<file path="config.mk">
export PLATFORM = sky130hd
export DESIGN_NAME = inta_sequencer
export DESIGN_NICKNAME = d
export VERILOG_FILES = /design/src/rtl/pic_pkg.sv /design/src/rtl/pic_sync_edge.sv /design/src/rtl/inta_sequencer.sv
export SDC_FILE = /design/constraint.sdc
export NUM_CORES = 1
export LEC_CHECK = 0
export ABC_AREA = 1
export CAP_MARGIN = 5
export CORE_ASPECT_RATIO = 1.5
export CORE_MARGIN = 2
export CORE_UTILIZATION = 37
export DETAILED_ROUTE_END_ITERATION = 10
export SKIP_LAST_GASP = 1
export SLEW_MARGIN = 20
export SYNTH_ARGS = -nofsm -noshare
export SYNTH_HDL_FRONTEND = slang
export SYNTH_SLANG_ARGS = --single-unit
</file>
<file path="constraint.sdc">
create_clock -name clk -period 3.3 [get_ports clk]
set_input_delay 0.66 -clock clk [delete_from_list [all_inputs] [get_ports clk]]
set_output_delay 0.66 -clock clk [all_outputs]
set_load 0.05 [all_outputs]
</file>
<file path="src/rtl/pic_pkg.sv">
// Shared types and constants for the PIC acknowledge path.
// The acknowledge sequencer and the read/write strobe logic both use these.
package pic_pkg;

    typedef enum logic [2:0] {
        IDLE  = 3'd0,
        ACK1  = 3'd1,
        WAIT2 = 3'd2,
        ACK2  = 3'd3,
        WAIT3 = 3'd4,
        ACK3  = 3'd5
    } ack_state_e;

    localparam logic MODE_8086 = 1'b1;
    localparam logic MODE_8080 = 1'b0;

    localparam logic [1:0] PHASE_IDLE = 2'd0;
    localparam logic [1:0] PHASE_1    = 2'd1;
    localparam logic [1:0] PHASE_2    = 2'd2;
    localparam logic [1:0] PHASE_3    = 2'd3;

    function automatic logic [1:0] phase_of(input ack_state_e s);
        case (s)
            ACK1, WAIT2: return PHASE_1;
            ACK2, WAIT3: return PHASE_2;
            ACK3:        return PHASE_3;
            default:     return PHASE_IDLE;
        endcase
    endfunction

    // 8086 only drives the vector byte during pulse 2; 8080 drives all three.
    function automatic logic drive_of(input ack_state_e s, input logic mode);
        case (s)
            ACK1, ACK3: return (mode == MODE_8080);
            ACK2:       return 1'b1;
            default:    return 1'b0;
        endcase
    endfunction

endpackage

</file>
<file path="src/rtl/pic_sync_edge.sv">
// Multi-flop synchroniser for an active-low asynchronous strobe with
// registered edge detection; reused for INTA_n, WR_n and RD_n.
module pic_sync_edge #(
    parameter int STAGES = 2
) (
    input  logic clk,
    input  logic rst_n,
    input  logic strobe_n_i,
    output logic fall_o,
    output logic rise_o
);

    logic [STAGES-1:0] sync_q;
    logic [STAGES-1:0] seen_q;
    logic              last_q;
    logic              seen_last_q;

    // seen_q tracks, in step with the data path, whether a genuine high has
    // been sampled since reset. Without it a strobe still low at reset release
    // would look like a fresh falling edge against the preset-high flops.
    always_ff @(posedge clk or negedge rst_n) begin
        if (!rst_n) begin
            sync_q      <= '1;
            seen_q      <= '0;
            last_q      <= 1'b1;
            seen_last_q <= 1'b0;
        end else begin
            sync_q      <= {sync_q[STAGES-2:0], strobe_n_i};
            seen_q      <= {seen_q[STAGES-2:0], seen_q[0] | strobe_n_i};
            last_q      <= sync_q[STAGES-1];
            seen_last_q <= seen_q[STAGES-1];
        end
    end

    assign fall_o = last_q & ~sync_q[STAGES-1] & seen_last_q;
    assign rise_o = ~last_q & sync_q[STAGES-1];

endmodule

</file>
<file path="src/rtl/inta_sequencer.sv">
// Interrupt-acknowledge sequencer: counts INTA_n pulses and issues the
// phase strobes and data-bus drive enable used by the priority resolver.
//
// state | meaning
// IDLE  | no acknowledge in progress
// ACK1  | INTA_n low, pulse 1
// WAIT2 | between pulse 1 and 2, timeout running
// ACK2  | INTA_n low, pulse 2
// WAIT3 | between pulse 2 and 3 (8080 only), timeout running
// ACK3  | INTA_n low, pulse 3 (8080 only)
module inta_sequencer
    import pic_pkg::*;
#(
    parameter int SYNC_STAGES    = 2,
    parameter int TIMEOUT_CYCLES = 64,
    parameter int CNT_W          = 7
) (
    input  logic       clk,
    input  logic       rst_n,
    input  logic       inta_n,
    input  logic       endOfinit,
    input  logic       int_pending,
    input  logic       upm,
    output logic       imp1,
    output logic       endOfimp1,
    output logic       imp2,
    output logic       endOfimp2,
    output logic       imp3,
    output logic       endOfimp3,
    output logic       data_drive,
    output logic [1:0] ack_phase,
    output logic       spurious,
    output logic       timeout_abort,
    output logic       busy
);

    localparam logic [CNT_W-1:0] CNT_LAST = CNT_W'(TIMEOUT_CYCLES - 1);

    logic fall;
    logic rise;

    ack_state_e       state_q, state_d;
    logic             mode_q, mode_d;
    logic             spur_q, spur_d;
    logic [CNT_W-1:0] cnt_q, cnt_d;
    logic [5:0]       strb_q, strb_d;   // imp1, eoi1, imp2, eoi2, imp3, eoi3
    logic             abort_q, abort_d;
    logic             drive_q, drive_d;
    logic [1:0]       phase_q, phase_d;

    pic_sync_edge #(
        .STAGES(SYNC_STAGES)
    ) u_sync (
        .clk       (clk),
        .rst_n     (rst_n),
        .strobe_n_i(inta_n),
        .fall_o    (fall),
        .rise_o    (rise)
    );

    always_ff @(posedge clk or negedge rst_n) begin
        if (!rst_n) begin
            state_q <= IDLE;
            mode_q  <= MODE_8080;
            spur_q  <= 1'b0;
            cnt_q   <= '0;
            strb_q  <= '0;
            abort_q <= 1'b0;
            drive_q <= 1'b0;
            phase_q <= PHASE_IDLE;
        end else begin
            state_q <= state_d;
            mode_q  <= mode_d;
            spur_q  <= spur_d;
            cnt_q   <= cnt_d;
            strb_q  <= strb_d;
            abort_q <= abort_d;
            drive_q <= drive_d;
            phase_q <= phase_d;
        end
    end

    always_comb begin
        state_d = state_q;
        mode_d  = mode_q;
        spur_d  = spur_q;
        cnt_d   = cnt_q;
        strb_d  = '0;
        abort_d = 1'b0;

        // Losing the initialisation mid-sequence abandons it without strobes.
        if ((state_q != IDLE) && !endOfinit) begin
            state_d = IDLE;
            abort_d = 1'b1;
        end else begin
            case (state_q)
                IDLE: begin
                    if (fall && endOfinit) begin
                        state_d   = ACK1;
                        strb_d[0] = 1'b1;
                        mode_d    = upm;
                        spur_d    = ~int_pending;
                    end
                end
                ACK1: begin
                    if (rise) begin
                        state_d   = WAIT2;
                        strb_d[1] = 1'b1;
                        cnt_d     = '0;
                    end
                end
                WAIT2: begin
                    if (fall) begin
                        state_d   = ACK2;
                        strb_d[2] = 1'b1;
                    end else if (cnt_q == CNT_LAST) begin
                        state_d = IDLE;
                        abort_d = 1'b1;
                    end else begin
                        cnt_d = cnt_q + CNT_W'(1);
                    end
                end
                ACK2: begin
                    if (rise) begin
                        strb_d[3] = 1'b1;
                        cnt_d     = '0;
                        state_d   = (mode_q == MODE_8080) ? WAIT3 : IDLE;
                    end
                end
                WAIT3: begin
                    if (fall) begin
                        state_d   = ACK3;
                        strb_d[4] = 1'b1;
                    end else if (cnt_q == CNT_LAST) begin
                        state_d = IDLE;
                        abort_d = 1'b1;
                    end else begin
                        cnt_d = cnt_q + CNT_W'(1);
                    end
                end
                ACK3: begin
                    if (rise) begin
                        state_d   = IDLE;
                        strb_d[5] = 1'b1;
                    end
                end
                default: state_d = IDLE;
            endcase
        end

        if (state_d == IDLE) begin
            spur_d = 1'b0;
            cnt_d  = '0;
        end

        drive_d = drive_of(state_d, mode_d);
        phase_d = phase_of(state_d);
    end

    assign imp1          = strb_q[0];
    assign endOfimp1     = strb_q[1];
    assign imp2          = strb_q[2];
    assign endOfimp2     = strb_q[3];
    assign imp3          = strb_q[4];
    assign endOfimp3     = strb_q[5];
    assign data_drive    = drive_q;
    assign ack_phase     = phase_q;
    assign spurious      = spur_q;
    assign timeout_abort = abort_q;
    assign busy          = (state_q != IDLE);

endmodule

</file>
==> metrics.yaml <==
global_route:
  grt_max_degree: 20
  grt_overflow: 0
  antenna_found_initial: 0
  grt.total_usage_pct: 14.09
  grt_first_pass_wirelength_um: 4319
  grt_pass1_vias: 990
timing:
  rsz0062_at_grt: "false"
  maxClockFrequency_ghz: 0.4201
  worst_pin_slew_ps: 837.0
  setup_viol_count_final: 0
  timing.final.crit_share_pct: 72.14
  finalSetupTns_ps: 0
  finalHoldViolCount: 0
  drv_slew: 0
  min_period_ps: 2380
  max-slew-margin-rel_pct: 44.02
  clock_skew_ps: 2.078
run_status:
  status: "completed"
synth:
  ys_seq_elements: 28
  syn_area_mm2: 0.001279
  yosysWarnings: 0
  syn_nets: 155
  ys_types: 24
  syn_avg_cell_area_um2: 8.640
  seq_area_frac_synth_pct: 55.09
  syn_inst: 148
cts:
  post-cts-setup-buffers: 0
  cts_tree: "done"
  cts.path.max_buffers: 2
  cts-root-buf: "clkbuf_8"
  cts_sinks: 28
  cts_resized: 0
  clock_latency_ps: 260
  ctsHoldBuffers: 0
  cts_htree_levels: 1
  clk_pin_slew_ps: 90
  cts_made_buffers: 3
flow_run:
  maxCapViolCount: 0
worst_setup_path:
  cp-end-kind: "output pin"
  start_kind: "flop"
  critPathKind: "flop to output pin"
  rr_worst_depth: 9
  timing.rr.end: "cnt_q[2]$_DFFE_PN0P_"
  worstReg2RegStart: "u_sync.sync_q[1]$_DFF_PN1_"
  rrSetupSlack_ps: 1630
  required_ps: 2640
  worstPathMaxFanout: 7
  crit_arrival_ps: 1720
routing:
  vias: 1004
  drt-total-wl_um: 2400
  dr.pass1.iters: 4
  drc: 0
  wl_per_cell_um: 11.32
  viasPerCell: 4.736
  drt_iter0_drc: 30
  ant_nets: 0
pwr:
  peakVddDrop_mv: 0.4846
  power.leakage_uw: 0.0007884
  power_density_mw_per_mm2: 750.1
  total_power_uw: 1173
floorplan:
  dieArea_mm2: 0.003952
  initial_utilization_pct: 38.16
  die_w_um: 52
  io-pin-count: 18
  core_mm2: 0.003351
  die_h_um: 76
  rows: 26
cells_and_area:
  final_nets: 178
  nFillCells: 339
  drive_above_1_share_pct: 15.29
  diodes: 0
  area_delta_synth_final_pct: 22.31
  final_util_pct: 46.68
  fin_area_mm2: 0.001564
placement:
  numPortBuffers: 17
  hpwlAfterDp_um: 1929
  placed_cell_area_mm2: 0.001509
  gp_congestion: 0.8327
min_path:
  hold_start: "u_sync.seen_q[1]$_DFF_PN0_"
  hold_depth: 0
  hold_class: "flop to flop"
  min_to: "u_sync.seen_last_q$_DFF_PN0_"
[cells in the final DEF (no fill, tap or decap), types with 2 or more instances in the layout]
| cell type | n |
|---|---|
| nor2_2 | 3 |
| inv_2 | 2 |
| a21oi_1 | 3 |
| nand3_1 | 8 |
| nand2_2 | 5 |
| clkdlybuf4s50_1 | 17 |
| o21ai_0 | 3 |
| nor2_1 | 12 |
| dfrtp_1 | 25 |
| nand2_1 | 41 |
| o21ai_1 | 4 |
| nand2_4 | 2 |
| o21ai_2 | 2 |
| inv_1 | 19 |
| xor2_1 | 2 |
| nand3_2 | 2 |
| dfstp_2 | 3 |
| nand4_1 | 2 |
| clkbuf_8 | 4 |
| nor3_1 | 4 |
[worst max-delay path, cell delays in order (launching register included)]
cell             delay, ps
dfrtp_1                480
nor2_2                  80
nand2_2                100
clkdlybuf4s50_1        810
[cells by family (layout without fill, tap and decap cells)]
| group | Yosys count | count (layout) | share of synthesized area (%) |
|---|---|---|---|
| AOI/OAI and AO/OA | 13 | 13 | 5.871 |
| xor gates and xnor gates | 2 | 2 | 1.370 |
| adders and majority gates | 1 | 1 | 0.9783 |
| buffers and inverters | 22 | 44 | 6.654 |
| DFF | 28 | 28 | 55.09 |
| and+or+nand+nor | 82 | 82 | 30.04 |
[cell usage after synthesis]
cell type / count / area, um2
inv_4: 1 / 6.260
nor3_1: 4 / 20.02
a21oi_1: 3 / 15.01
nand2_1: 41 / 153.9
dfstp_2: 3 / 78.83
inv_1: 19 / 71.32
nor2_2: 3 / 18.77
o31ai_1: 1 / 7.510
inv_2: 2 / 7.510
nand3_1: 8 / 40.04
or2_2: 1 / 6.260
o21ai_2: 2 / 17.52
o21ai_0: 3 / 15.01
nand3b_1: 1 / 7.510
nand4_1: 2 / 12.51
nand2_2: 5 / 31.28
o21ai_1: 4 / 20.02
xor2_1: 2 / 17.52
nand2_4: 2 / 22.52
nand3_2: 2 / 20.02
nor2_1: 12 / 45.04
ha_1: 1 / 12.51
nor4_1: 1 / 6.260
dfrtp_1: 25 / 625.6
[area by class of cell]
class | instances | area (um2) | area share [%]
timing repair buffer | 18 | 177.7 | 11.36
tap | 42 | 52.55 | 3.360
sequential | 28 | 704.4 | 45.04
clock buffer | 4 | 55.05 | 3.520
multi-input combinational | 98 | 489.2 | 31.28
inverter | 22 | 85.08 | 5.440
[where the power goes]
part / total [uW] / internal, uW / leakage (uW) / switching (uW)
sequential: 432 / 395 / 0.000359 / 36.2
combinational: 540 / 157 / 0.000401 / 384
clock: 201 / 106 / 0.0000288 / 94.8
[metal layers]
| metal | wire length [um] | global-route usage (%) | part of all wire, % | vias up |
|---|---|---|---|---|
| li1 | - | - | - | 509 |
| met1 | 982 | 17.18 | 41 | 478 |
| met2 | 1306 | 24.56 | 54 | 13 |
| met3 | 64 | 1.765 | 2.7 | 4 |
| met4 | 45 | 5.000 | 1.9 | 0 |
| met5 | 0 | 0 | 0 | - |
[worst max path at each step]
stage / from / endpoint / cells past startpoint
final: state_q[0]$_DFF_PN0_ / busy / 3
after global routing: state_q[0]$_DFF_PN0_ / busy / 3
after CTS: state_q[0]$_DFF_PN0_ / busy / 3
after detailed placement: state_q[0]$_DFF_PN0_ / busy / 3
after global placement: state_q[0]$_DFF_PN0_ / busy / 3
after floorplan: state_q[1]$_DFF_PN0_ / busy / 2
[state kept, by name (all words and copies together), names as in the netlist]
name and count:
ack_phase 2, cnt_q 7, data_drive 1, mode_q 1, spurious 1, state_q 3, strb_q 6, timeout_abort 1
u_sync.last_q 1, u_sync.seen_last_q 1, u_sync.seen_q 2, u_sync.sync_q 2
[metrics by stage]
step / hold slack, ps / setup slack [ps] / cells
floorplan: 331.2 / 1858 / 148
global placement: 334.0 / 1250 / 208
detailed placement: 334.7 / 1219 / 208
CTS: 356.4 / 914.1 / 212
global route: 363.4 / 830.2 / 212
finish: 354.3 / 919.5 / 212
Power figures use the tool's default switching activity.
